--- src/rtl/mips_cpu_muldiv_ctrl.sv ---
// Issue/sequencing stage in front of the HI/LO unit: accepts MF*/MT*/MULT*/DIV* from decode,
// drives and holds the unit's opcode for the op's latency. Optional: MULDIV_DIV0_BYPASS_EN.
module mips_cpu_muldiv_ctrl #(
    parameter int MULT_LAT    = 3,
    parameter int DIV_MAX_CYC = 40
) (
    input  logic        clk,
    input  logic        reset,
    input  logic        req_valid,
    input  logic [5:0]  req_op,
    input  logic [31:0] req_rs,
    input  logic [31:0] req_rt,
    output logic        req_ready,
    output logic        busy,
    output logic        rd_valid,
    output logic [31:0] rd_data,
    output logic        err,
    output logic [5:0]  hl_opcode,
    output logic [31:0] hl_a,
    output logic [31:0] hl_b,
    output logic        hl_valid_in,
    input  logic        hl_valid_out,
    input  logic [31:0] hl_hi,
    input  logic [31:0] hl_lo
);

    // state      | meaning
    // S_IDLE     | ready for decode; MF* reads serviced here without leaving
    // S_XFER     | MTHI/MTLO presented to the HI/LO unit for one cycle
    // S_MUL_WAIT | MULT/MULTU opcode held until the product is in HI/LO
    // S_DIV_START| divide start pulse on hl_valid_in
    // S_DIV_WAIT | waiting for hl_valid_out, watchdog counting down
    // S_DIV_SETTLE| HI/LO unit commits the divide result
    typedef enum logic [2:0] {
        S_IDLE,
        S_XFER,
        S_MUL_WAIT,
        S_DIV_START,
        S_DIV_WAIT,
        S_DIV_SETTLE
    } state_t;

    localparam logic [5:0] F_MFHI  = 6'b010000;
    localparam logic [5:0] F_MTHI  = 6'b010001;
    localparam logic [5:0] F_MFLO  = 6'b010010;
    localparam logic [5:0] F_MTLO  = 6'b010011;
    localparam logic [5:0] F_MULT  = 6'b011000;
    localparam logic [5:0] F_MULTU = 6'b011001;
    localparam logic [5:0] F_DIV   = 6'b011010;
    localparam logic [5:0] F_DIVU  = 6'b011011;

    localparam int CNT_MAX = (MULT_LAT > DIV_MAX_CYC) ? MULT_LAT : DIV_MAX_CYC;
    localparam int CNT_W   = $clog2(CNT_MAX + 1);

    state_t             state;
    logic [CNT_W-1:0]   cnt;

    logic is_mf;
    logic is_mt;
    logic is_mul;
    logic is_div;
    logic div_skip;

    assign is_mf  = (req_op == F_MFHI) || (req_op == F_MFLO);
    assign is_mt  = (req_op == F_MTHI) || (req_op == F_MTLO);
    assign is_mul = (req_op == F_MULT) || (req_op == F_MULTU);
    assign is_div = (req_op == F_DIV)  || (req_op == F_DIVU);

`ifdef MULDIV_DIV0_BYPASS_EN
    // Divide by zero is swallowed at issue so HI/LO keep their previous contents.
    assign div_skip = is_div && (req_rt == 32'd0);
`else
    assign div_skip = 1'b0;
`endif

    assign req_ready = (state == S_IDLE);
    assign busy      = (state != S_IDLE);

    always_ff @(posedge clk or negedge reset) begin
        if (!reset) begin
            state       <= S_IDLE;
            cnt         <= '0;
            rd_valid    <= 1'b0;
            rd_data     <= 32'd0;
            err         <= 1'b0;
            hl_opcode   <= 6'd0;
            hl_a        <= 32'd0;
            hl_b        <= 32'd0;
            hl_valid_in <= 1'b0;
        end else begin
            rd_valid    <= 1'b0;
            err         <= 1'b0;
            hl_valid_in <= 1'b0;
            case (state)
                S_IDLE: begin
                    if (req_valid) begin
                        if (is_mf) begin
                            rd_data  <= (req_op == F_MFHI) ? hl_hi : hl_lo;
                            rd_valid <= 1'b1;
                        end else if (is_mt) begin
                            state     <= S_XFER;
                            hl_opcode <= req_op;
                            hl_a      <= req_rs;
                            hl_b      <= req_rt;
                        end else if (is_mul) begin
                            state     <= S_MUL_WAIT;
                            hl_opcode <= req_op;
                            hl_a      <= req_rs;
                            hl_b      <= req_rt;
                            cnt       <= CNT_W'(MULT_LAT - 1);
                        end else if (is_div && !div_skip) begin
                            state       <= S_DIV_START;
                            hl_opcode   <= req_op;
                            hl_a        <= req_rs;
                            hl_b        <= req_rt;
                            hl_valid_in <= 1'b1;
                        end
                    end
                end
                S_XFER: begin
                    state     <= S_IDLE;
                    hl_opcode <= 6'd0;
                end
                S_MUL_WAIT: begin
                    if (cnt == '0) begin
                        state     <= S_IDLE;
                        hl_opcode <= 6'd0;
                    end else begin
                        cnt <= cnt - CNT_W'(1);
                    end
                end
                S_DIV_START: begin
                    // hl_valid_out is deliberately not looked at here
                    state <= S_DIV_WAIT;
                    cnt   <= CNT_W'(DIV_MAX_CYC - 1);
                end
                S_DIV_WAIT: begin
                    if (hl_valid_out) begin
                        state <= S_DIV_SETTLE;
                    end else if (cnt == '0) begin
                        state     <= S_IDLE;
                        hl_opcode <= 6'd0;
                        err       <= 1'b1;
                    end else begin
                        cnt <= cnt - CNT_W'(1);
                    end
                end
                S_DIV_SETTLE: begin
                    state     <= S_IDLE;
                    hl_opcode <= 6'd0;
                end
                default: begin
                    state     <= S_IDLE;
                    hl_opcode <= 6'd0;
                end
            endcase
        end
    end

endmodule

--- config.mk ---
export PLATFORM = sky130hd
export DESIGN_NAME = mips_cpu_muldiv_ctrl
export DESIGN_NICKNAME = d
export VERILOG_FILES = /design/src/rtl/mips_cpu_muldiv_ctrl.sv
export SDC_FILE = /design/constraint.sdc
export NUM_CORES = 1
export LEC_CHECK = 0
export BUFFER_PORTS_ARGS = -buffer_cell sky130_fd_sc_hd__buf_2
export CORE_ASPECT_RATIO = 1.4
export CORE_MARGIN = 4
export CORE_UTILIZATION = 51
export CTS_BUF_LIST = sky130_fd_sc_hd__clkbuf_4 sky130_fd_sc_hd__clkbuf_8
export DETAILED_ROUTE_END_ITERATION = 7
export PLACE_DENSITY = 0.88
export SETUP_SLACK_MARGIN = 0.4
export SKIP_CTS_REPAIR_TIMING = 1
export SLEW_MARGIN = 20
export SYNTH_ARGS = -nofsm -noshare
export SYNTH_HDL_FRONTEND = slang
export SYNTH_SLANG_ARGS = --single-unit
--- constraint.sdc ---
create_clock -name clk -period 5.74 [get_ports clk]
set_input_delay 0.574 -clock clk [delete_from_list [all_inputs] [get_ports clk]]
set_output_delay 0.574 -clock clk [all_outputs]
set_load 0.01 [all_outputs]
==> impl_results.md <==
* GRT Total Usage at 0.2362
* Post-Synthesis Cell Area at 4842 sq um
* Pwr dens at 518.1 nW/um^2
* Total of max-cap violations at 0
* Post-DP HPWL at 9518 um
* Hold Fails Final Rpt at 0
* Detailed router's first-iteration violation count at 111
* Die footprint at 11140 sq um
* Die height at 123.3 um
* Total vias in the final route at 3973
* Final Non-Filler Cells at 732
* Clock Skew at 0.007844 ns
* I/O Pins at 245
* Largest family of logic cells by synthesized area: multiplexers
* Layout cells sized above 1 at 0.5120
* R2R Setup Slk at 3.33 ns
* Cell Count Post-Placement at 700
* Post-synthesis xor/xnor area fraction at 0.003618
* Grt ovf at 0
* Register area share after synthesis at 0.5891
* Pins Over Slew Limit at 0
* Final hold slack at 0.1398 ns
* Required time of the critical path at 6.04 ns
* Number of flops mapped to enable cells by yosys at 0
* Rows at 41
* Crit Path Max Fanout at 66
* Die Width at 90.35 um
* Clock buffer count from CTS at 17
* Worst setup SP type: register
* Final setup violation count at 0
* Clk slew on worst S/H paths at 0.06 ns
* Routed Antenna Nets at 0
* Multiplexer area fraction after synthesis at 0.1571
* Mean area per synthesized cell at 13.05 sq um
* Reg2Reg Depth at 5
* Core Area at 9131 sq um
* Post-synth top area cell: dfrtp_1
* Port bufs at 244
* Simple-gate portion of the synthesized area at 0.05530
* H-tree depth at 4
* Clock Tree Buf Depth at 2
* Mapped Nets at 511
* Drc violations at 0
* Outcome: finished clean
* CTS tree: yes
* RSZ-0062 raised after global routing: false
* Synth top cells by count: 114 x dfrtp_1, 38 x mux2_1, 36 x inv_1, 32 x o221ai_1, 26 x mux2_2
* Async SR Flop Fraction at 1.000
* Setup TNS Final at 0 ns
* Crit Path Category: register to register
* VDD IR max at 0.2590 mV
* Largest net degree at the start of global routing at 69
* Peak Freq at 414.5 MHz
* GPL Wtd Cong at 0.8734
* Slew @ Worst Pin at 0.8481 ns
* Sink Count at 114
* Initial antenna violation count at 0
* Fin nets at 752
* Routed vias/inst at 5.428
* Detailed Route WL at 12740 um
* Adder-Cell Fraction of Synth Area at 0.005168
* Top FF cell, synth: dfrtp_1
* Clock Tree Root: clkbuf_8
* Largest cells by area after synthesis: dfrtp_1 59%, mux2_1 8.8%, mux2_2 6.0%, o221ai_1 5.8%, inv_1 2.8%
* Tmin final at 2.412 ns
* Yosys reg bits at 114
* Initial Util at 0.5303
* Final Cycle Share at 0.4203
* Area delta synth->final at 35.17%
* Power, Total at 3.391 mW
* LEAKAGE at 3.317 nW
* Wire per inst at 17.40 um
* Critical Path End Type: register
* DRT Pass-1 Iters at 5
* Unique masters post-synth at 49
* Mapped Cells at 371
* Clk_lat worst skew at 0.43 ns
* N_diodes at 0
* Hold WC Path Type: input pin to asynchronous set/reset pin
* Number of global-route vias before repair at 4093
* Post-synthesis compound-gate area fraction at 0.1264
* Slew margin rel. at 0.4346
* Synth warn at 0
* Worst EP arrival at 2.72 ns
* First-pass GRT wire length at 20360 um
* Yosys top cell area share at 0.5891
* Most common cell in the netlist: dfrtp_1
-- critical path: stages (launching register included) --
cell and delay (ns):
dfrtp_1 0.52, nor3_4 0.34, inv_2 0.12, nor3_4 0.18, buf_4 0.64, mux2_2 0.42
-- worst paths after layout --
path / start / endpoint
worst max-delay path: state[0]$_DFFE_PN0P_ / hl_b[14]$_DFFE_PN0P_
worst min-delay path: reset / hl_a[24]$_DFFE_PN0P_
worst max register to register: state[0]$_DFFE_PN0P_ / hl_b[14]$_DFFE_PN0P_
worst min register to register: hl_a[12]$_DFFE_PN0P_ / hl_a[12]$_DFFE_PN0P_
max in group asynchronous: reset / hl_b[27]$_DFFE_PN0P_
min in group clk: req_rs[16] / hl_a[16]$_DFFE_PN0P_
-- area by class of cell --
class / count / area [sq um]
sequential: 114 / 2853
inverter: 37 / 138.9
clock inverter: 9 / 176.4
timing repair buffer: 247 / 1246
clock buffer: 23 / 297.8
multi-input combinational: 195 / 1699
fill: 631 / 2586
tap: 107 / 133.9
-- sequential cells by signal, indices dropped and copies added (netlist names) --
register	count
hl_valid_in	1
cnt	6
rd_data	32
hl_b	32
rd_valid	1
err	1
hl_opcode	6
hl_a	32
state	3
-- power breakdown --
| part | internal, mW | total, mW | switching [mW] |
|---|---|---|---|
| sequential | 1.17 | 1.37 | 0.203 |
| combinational | 0.542 | 1.14 | 0.598 |
| clock | 0.566 | 0.880 | 0.314 |
| total | 2.28 | 3.39 | 1.12 |
-- through the flow --
| step | cell area [sq um] | util | setup slack [ns] |
|---|---|---|---|
| 2_1_floorplan | 4842 | - | 3.837 |
| 3_3_place_gp | 6070 | 0.6647 | 3.127 |
| 3_5_place_dp | 6070 | 0.6647 | 2.962 |
| 4_1_cts | 6544 | 0.7166 | 3.348 |
| 5_1_grt | 6545 | 0.7168 | 3.209 |
| 6_report | 6545 | 0.7168 | 3.328 |
-- logic make-up after synthesis --
kind of cell,Yosys count
xor gates and xnor gates,2
DFF,114
buffers and inverters,62
AOI/OAI and AO/OA,85
and+or+nand+nor,39
muxes,67
adders and majority gates,2
-- cells in the final DEF (no fill, tap or decap), types with 2 or more instances in the layout --
cell type  netlist  final
mux2_1          38     38
buf_2            8    243
clkbuf_4         0      3
o21ai_1         11     11
nor3_1           3      3
dfrtp_1        114    114
ha_1             2      2
nor4_1           2      2
o21ai_0         25     25
buf_4            1      4
a32o_1           4      4
and3_1           3      3
nor3_4           1      2
o221ai_1        32     32
bufinv_16        0      5
nor2_1           4      4
nand2_1          9      9
mux2_2          26     26
a22o_1           2      2
clkbuf_8         0     20
mux2_4           2      2
clkinv_2         0      2
a31o_2           3      3
inv_1           36     36
xnor2_1          2      2
-- routing by layer --
metal,part of all wire,global-route usage,vias up,routed length [um]
met3,0.088,0.09738,32,1118
met1,0.38,0.2657,1898,4894
met5,0,0,-,0
met4,0.029,0.1121,0,368
met2,0.50,0.3936,214,6357
li1,-,-,1829,-
No activity file was read; power rests on OpenSTA's default activity.
